--- config.mk ---
export PLATFORM = sky130hd
export DESIGN_NAME = event_timestamper
export DESIGN_NICKNAME = d
export VERILOG_FILES = /design/src/rtl/event_timestamper.sv
export SDC_FILE = /design/constraint.sdc
export NUM_CORES = 1
export LEC_CHECK = 0
export BUFFER_PORTS_ARGS = -buffer_cell sky130_fd_sc_hd__buf_4
export CAP_MARGIN = 10
export CORE_UTILIZATION = 50
export CTS_CLUSTER_SIZE = 8
export DETAILED_ROUTE_END_ITERATION = 7
export PLACE_DENSITY_LB_ADDON = 0.1
export SYNTH_ARGS = -nofsm -noshare
export SYNTH_HDL_FRONTEND = slang
export SYNTH_SLANG_ARGS = --single-unit
--- constraint.sdc ---
create_clock -name CLOCK_50 -period 4.7 [get_ports CLOCK_50]
set_input_delay 0.47 -clock CLOCK_50 [delete_from_list [all_inputs] [get_ports CLOCK_50]]
set_output_delay 0.47 -clock CLOCK_50 [all_outputs]
set_load 0.01 [all_outputs]
--- src/rtl/event_timestamper.sv ---
// event_timestamper: synchronises an asynchronous event line, detects rising
// edges and captures the free-running counter at each edge into a small
// first-word-fall-through FIFO drained over a valid/ready port. Loss is
// flagged by a sticky overflow bit and a saturating drop counter.
//
// Ports:
//   CLOCK_50        sole clock, rising edge
//   reset_n         synchronous active-low reset
//   counter_in      free-running 32-bit count, same clock domain
//   event_in        asynchronous event line
//   ts_ready        consumer ready
//   clear_overflow  one-cycle pulse, clears overflow and drop_count
//   ts_data         head-of-FIFO timestamp (registered)
//   ts_valid        FIFO non-empty (registered)
//   fifo_level      entries held, 0..DEPTH
//   overflow        sticky, set when an edge is dropped
//   drop_count      dropped edges, saturates at all-ones
module event_timestamper #(
  parameter int unsigned DEPTH       = 4,
  parameter int unsigned SYNC_STAGES = 2
) (
  input  logic                     CLOCK_50,
  input  logic                     reset_n,
  input  logic [31:0]              counter_in,
  input  logic                     event_in,
  input  logic                     ts_ready,
  input  logic                     clear_overflow,
  output logic [31:0]              ts_data,
  output logic                     ts_valid,
  output logic [$clog2(DEPTH):0]   fifo_level,
  output logic                     overflow,
  output logic [15:0]              drop_count
);

  localparam int unsigned TS_W   = 32;
  localparam int unsigned PTR_W  = $clog2(DEPTH);
  localparam int unsigned LVL_W  = PTR_W + 1;
  localparam int unsigned DROP_W = 16;

  logic [SYNC_STAGES-1:0] sync;
  logic                   prev;
  logic                   ev_s;
  logic                   rise;

  logic [TS_W-1:0]        mem [DEPTH];
  logic [PTR_W-1:0]       rd_ptr;
  logic [PTR_W-1:0]       wr_ptr;
  logic [PTR_W-1:0]       rd_ptr_n;
  logic [PTR_W-1:0]       wr_ptr_n;
  logic [LVL_W-1:0]       level_n;
  logic [TS_W-1:0]        head_n;
  logic                   full;
  logic                   pop;
  logic                   push;
  logic                   drop;

  // Synchroniser chain and one-cycle delayed copy for edge detection.
  always_ff @(posedge CLOCK_50) begin
    if (!reset_n) begin
      sync <= '0;
      prev <= 1'b0;
    end else begin
      sync <= {sync[SYNC_STAGES-2:0], event_in};
      prev <= ev_s;
    end
  end

  assign ev_s = sync[SYNC_STAGES-1];
  assign rise = ev_s & ~prev;

  // FIFO control: a push into a full FIFO is accepted only alongside a pop.
  always_comb begin
    full     = (fifo_level == LVL_W'(DEPTH));
    pop      = ts_valid & ts_ready;
    push     = rise & (~full | pop);
    drop     = rise & full & ~pop;
    rd_ptr_n = pop  ? rd_ptr + PTR_W'(1) : rd_ptr;
    wr_ptr_n = push ? wr_ptr + PTR_W'(1) : wr_ptr;
    level_n  = fifo_level + LVL_W'(push) - LVL_W'(pop);
    // The new head is the incoming timestamp when it lands in the slot that
    // becomes the read slot (FIFO empty, or emptied by this cycle's pop).
    if (push && (wr_ptr == rd_ptr_n)) begin
      head_n = counter_in;
    end else begin
      head_n = mem[rd_ptr_n];
    end
  end

  // Timestamp storage.
  always_ff @(posedge CLOCK_50) begin
    if (!reset_n) begin
      for (int i = 0; i < int'(DEPTH); i++) begin
        mem[i] <= '0;
      end
    end else if (push) begin
      mem[wr_ptr] <= counter_in;
    end
  end

  // Pointers, level and registered head/valid outputs.
  always_ff @(posedge CLOCK_50) begin
    if (!reset_n) begin
      rd_ptr     <= '0;
      wr_ptr     <= '0;
      fifo_level <= '0;
      ts_valid   <= 1'b0;
      ts_data    <= '0;
    end else begin
      rd_ptr     <= rd_ptr_n;
      wr_ptr     <= wr_ptr_n;
      fifo_level <= level_n;
      ts_valid   <= (level_n != '0);
      ts_data    <= head_n;
    end
  end

  // Loss reporting; a drop in the same cycle as a clear wins.
  always_ff @(posedge CLOCK_50) begin
    if (!reset_n) begin
      overflow   <= 1'b0;
      drop_count <= '0;
    end else if (drop) begin
      overflow <= 1'b1;
      if (clear_overflow) begin
        drop_count <= DROP_W'(1);
      end else if (drop_count != '1) begin
        drop_count <= drop_count + DROP_W'(1);
      end
    end else if (clear_overflow) begin
      overflow   <= 1'b0;
      drop_count <= '0;
    end
  end

endmodule

After elaboration in Yosys (flattened, before gate mapping)
Memory sizes are Yosys's and may differ from the RTL's. A register that Yosys moved wholly into a read port is not among the register bits.
Cells that the tools add are included.
{"block": "word_totals", "regBits": 28, "latchBits": 0, "ram_bits": 128, "mem_bits_ro": 0, "inputBits": 37, "out_inout_bits": 53, "word_cells": 45, "memories": 1}
{"memory": "mem", "depth": 4, "word_bits": 32, "read_ports": 1, "rd_clocked_by_memory_dff": 1, "wr": 4, "line": "45", "source": "logic [TS_W-1:0] mem [DEPTH];"}
{"block": "op_classes", "addsub": 5, "mul": 0, "div": 0, "n_lt_le_gt_ge": 0, "n_eq_ne": 2, "n_shift": 0, "n_mux": 14, "bitwise_logic": 9, "n_reduce_logical": 6}
{"operator": "$mux 16", "n": 4}
{"operator": "$mux 32", "n": 1}
{"operator": "$reduce_or 32->1", "n": 1}
{"operator": "$add 16x1->16 const B", "n": 1}
{"operator": "$ne 16x16->1 const B", "n": 1}
{"operator": "$mux 1", "n": 7}
{"operator": "$and 1x1->1", "n": 5}
{"operator": "$add 2x1->2 const B", "n": 2}
{"operator": "$mux 2", "n": 2}
{"operator": "$reduce_bool 2->1", "n": 2}
{"operator": "$add 3x1->3", "n": 1}
{"operator": "$eq 3x3->1 const B", "n": 1}
{"operator": "$not 1->1", "n": 3}
{"operator": "$reduce_bool 3->1", "n": 1}
{"operator": "$sub 3x1->3", "n": 1}
{"operator": "$reduce_and 2->1", "n": 1}
{"operator": "$logic_not 1->1", "n": 1}
{"operator": "$or 1x1->1", "n": 1}

Logic depth before layout (Yosys ltp)
{"block": "logic_depth", "depth_word": 9, "ltp_mapped": 11, "depth_no_buf": 11}

Least setup slack after synthesis
OpenSTA, ideal clock, no wires.
{"block": "synth_path", "path_type": "register -> register", "startpoint": "register fifo_level[1]", "endpoint": "memory mem[3][0] (enable)", "setup_ns": 0.466, "arrival_ns": 3.303, "t_required_ns": 4.234, "path_slack_ns": 0.932, "stages_incl_launch_ff": 5, "synth_period_minus_slack_ns": 3.768, "cell_sequence": "dfxtp_1 > a211oi_1 > a21oi_2 > nand2_1 > o21ai_0"}
{"element": "start: declaration", "line": "30", "source": "output logic [$clog2(DEPTH):0] fifo_level,"}
{"element": "start signal: assignment", "line": "111", "source": "fifo_level <= level_n;"}
{"element": "end: declaration", "line": "45"}

Worst setup path after layout
{"block": "layout_path", "startpoint": "register fifo_level[1]", "endpoint": "register ts_valid"}
{"block": "layout_via", "elab_chain_cells": 7}
{"element": "$eq 3x3->1", "line": "73", "source": "full = (fifo_level == LVL_W'(DEPTH));"}
{"element": "$not 1->1", "line": "75", "source": "push = rise & (~full | pop);"}
{"element": "$or 1x1->1", "line": "75"}
{"element": "$and 1x1->1", "line": "75"}
{"element": "$add 3x1->3 (*)", "line": "79", "source": "level_n = fifo_level + LVL_W'(push) - LVL_W'(pop);"}
{"element": "$sub 3x1->3 (*)", "line": "79"}
{"element": "$reduce_bool 3->1 (*)", "line": "112", "source": "ts_valid <= (level_n != '0);"}
{"element": "end signal: assignment", "line": "112"}
{"element": "end: declaration", "line": "29", "source": "output logic ts_valid,"}
Every way passes the cells marked *; elsewhere a longest branch is shown, timed or not.
A chain may end at the register's enable or synchronous reset.

==> impl_metrics.yaml <==
synth:
  ys_types: 57
  synth-xor-area-share: 0.0155
  synth-seq-cells: 188
  synth_area_leaders: "edfxtp_1 46%, dfxtp_1 14%, and2_1 7.9%"
  yosysWarningCount: 0
  synth_top_area_share: 0.463
  syn_area_mm2: 0.00830
  synth_ff_type: "edfxtp_1"
  avgSynthCellArea_um2: 12.2
  synth_nets: 719
  syn_inst: 678
  ys_async_sr_fraction: 0
  muxShareOfSynthArea: 0.0446
  synth_edf_count: 128
  yosysSeqAreaShare: 0.608
  synth_top_area_cell: "edfxtp_1"
  synth_adder_area_share: 0.00694
  synth-simple-area-share: 0.174
  synth_top_family_by_area: "simple AND/OR/NAND/NOR gates"
  synth_compound_area_frac: 0.105
grt:
  antenna_found_initial: 0
  grt_start_max_net_pins: 63
  gr-usage-all-layers: 0.225
  grt-ovfl-total: 0
  grt_pass1_vias: 5351
  grt_pass1_wl_mm: 28.7
floorplan:
  std_cell_rows: 46
  num_io_pins: 90
  die_y_um: 131
  die-area_mm2: 0.0171
  coreArea_mm2: 0.0161
  die_w_um: 131
  initial_core_util: 0.517
placement:
  dpl_cell_area_mm2: 0.00905
  gp_congestion: 0.764
  place_inst: 947
  port_buffers: 89
  dp_hpwl_mm: 10.7
  post-place-ws_ns: 1.57
timing:
  worst_slew_pin_slew_ns: 1.16
  final_max_slew_viol_count: 0
  rsz0062_at_grt: "no"
  tns_ns: 0
  hold_viol: 0
  finalSetupViolCount: 0
  finalClockSkew_ns: 0.00950
  fmax_mhz: 341
  hold_ws_ns: 0.252
  finalCritPeriodShare: 0.624
  period_minus_slack_ns: 2.93
  fin_ws_ns: 1.77
  slew_headroom: 0.225
routing:
  final_antenna_net_count: 0
  dr_total_vias: 5498
  drtPass1Iterations: 4
  met3_length_um: 912
  drtIter0Drc: 399
  postRouteWirelength_mm: 17.9
  drc_errors: 0
  wl_met1_mm: 7.86
  top_layer_used: "met4"
  dr_wl_met2_mm: 8.84
  avgViaCountPerCell: 5.62
  post_drt_wl_per_cell_um: 18.3
finish:
  drive_above_1_share: 0.240
  areaGrowthSynthToFinish_pct: 16.0
  final_util: 0.599
  n_fill_cell: 1337
  final_nets: 791
  final_cell_mix: "128 x edfxtp_1, 105 x and2_1, 102 x buf_4, 59 x dfxtp_1, 38 x nand3_1"
  stdcell_count: 979
  layout_commonest_cell: "edfxtp_1"
  postLayoutCellArea_mm2: 0.00963
  n_antenna_cell: 0
clock_tree:
  clk_path_buf_depth: 2
  clkSinkCount: 188
  htreeDepth: 4
  numCtsBuffers: 17
  path_clk_slew_ns: 0.06
  cts_tree: "built"
  root_buffer: "clkbuf_16"
  cts_resized: 0
  cts_setup_buffers: 0
  ctsHoldBuffers: 0
  clock_latency_ns: 0.43
power_and_ir_drop:
  p_switching_mw: 1.14
  combPwrFrac: 0.195
  power_mw: 4.22
  switching_share: 0.270
  pwr-share-clk: 0.330
  power.internal_mw: 3.08
  vdd_drop_max_mv: 0.280
  seqPwrFrac: 0.475
  powerDensity_mw_per_mm2: 439
  p_leak_nw: 3.71
min_path:
  hp-class: "primary input to flip-flop"
flow_run:
  max-cap-violations: 0
setup_path:
  worstPathRequired_ns: 5.01
  startpoint_type: "flip-flop"
  cp_max_fo: 36
  cp_cell_sequence: "a211oi_1 > a21oi_2 > buf_4 > inv_2 > ha_1 > inv_1 > ha_1 > inv_1 > fa_1 > xnor2_1 > xnor2_1 > o31a_1"
  end_kind: "flip-flop"
  worstSetupPathType: "flip-flop to flip-flop"
  slowest_delay_ns: 0.41
  crit_slowest_cell: "a211oi_1"
  critPathArrivalTime_ns: 3.24
outcome:
  status: "finished, final reports clean"
-- kinds of logic (layout without fill, tap and decap cells) --
| group | Yosys count | count (layout) |
|---|---|---|
| multiplexers | 33 | 33 |
| XOR/XNOR | 11 | 11 |
| buffers and inverters | 60 | 145 |
| flip-flops | 188 | 188 |
| adder cells (fa/ha/maj) | 4 | 4 |
| AND/OR/NAND/NOR | 249 | 249 |
| AO/OA/AOI/OAI | 133 | 133 |
-- registers in the layout (all words and copies together) (netlist names) --
name / count
wr_ptr: 2
drop_count: 16
sync: 2
rd_ptr: 2
ts_data: 32
prev: 1
fifo_level: 3
ts_valid: 1
mem: 128
overflow: 1
-- routing by layer --
| metal | up-vias | track usage |
|---|---|---|
| met5 | - | 0 |
| met4 | 0 | 0.0825 |
| met3 | 21 | 0.0354 |
| met2 | 162 | 0.382 |
| met1 | 2666 | 0.291 |
| li1 | 2649 | - |
-- worst paths after layout --
path                      start  endpoint  slack, ns  depth (start not counted)
setup / recovery  fifo_level[1]  ts_valid       1.77                         12
hold / removal         event_in   sync[0]       0.25                          2
setup reg to reg  fifo_level[1]  ts_valid       1.77                         12
hold reg to reg         sync[0]   sync[1]       0.46                          1
-- synth_stat cells (2+ instances only) --
cell      count
clkbuf_8      9
a31o_2        2
buf_6         7
buf_2         4
and2_1      105
ha_1          3
or3_1         4
nor2_1       13
dfxtp_1      60
edfxtp_1    128
clkbuf_1     27
and3_1       33
xnor2_1       7
nand2_1      19
inv_2         2
nor3_1        5
o31ai_1      33
a21boi_0      2
nand4_1      10
a211oi_1      3
and4_1        4
o22ai_1      32
xor2_1        2
mux2_2       32
nor2b_1       6
nand3_1      38
inv_1         8
nand2b_1      5
o21ai_0      39
a21oi_1       9
-- worst max-delay path, delay by kind of cell (launching register included) --
| kind | cells | cell delay, ns |
|---|---|---|
| buffers and inverters | 4 | 0.60 |
| XOR/XNOR | 2 | 0.31 |
| adder cells (fa/ha/maj) | 3 | 0.76 |
| flip-flops | 1 | 0.37 |
| AO/OA/AOI/OAI | 3 | 0.78 |
-- power by group through the flow --
stage / Clock [mW] / Sequential, mW / Combinational [mW]
6_report: 1.39 / 2.01 / 0.824
5_1_grt: 1.47 / 2.02 / 0.900
4_1_cts: 1.41 / 2.01 / 0.835
3_5_place_dp: 0 / 2.04 / 0.829
3_3_place_gp: 0 / 2.04 / 0.809
2_1_floorplan: 0 / 2.07 / 0.476
-- cell type report --
cell class	instances	area, um2	area share
flip-flops and latches	188	5050	0.524
multi-input cells	430	2930	0.304
repair buffers	102	766	0.0796
clock buffers	26	509	0.0529
well taps	216	270	0.0281
clock inverters	6	61.3	0.00637
inverters	11	42.5	0.00442
Note: power is estimated with default switching activity, not from simulation.
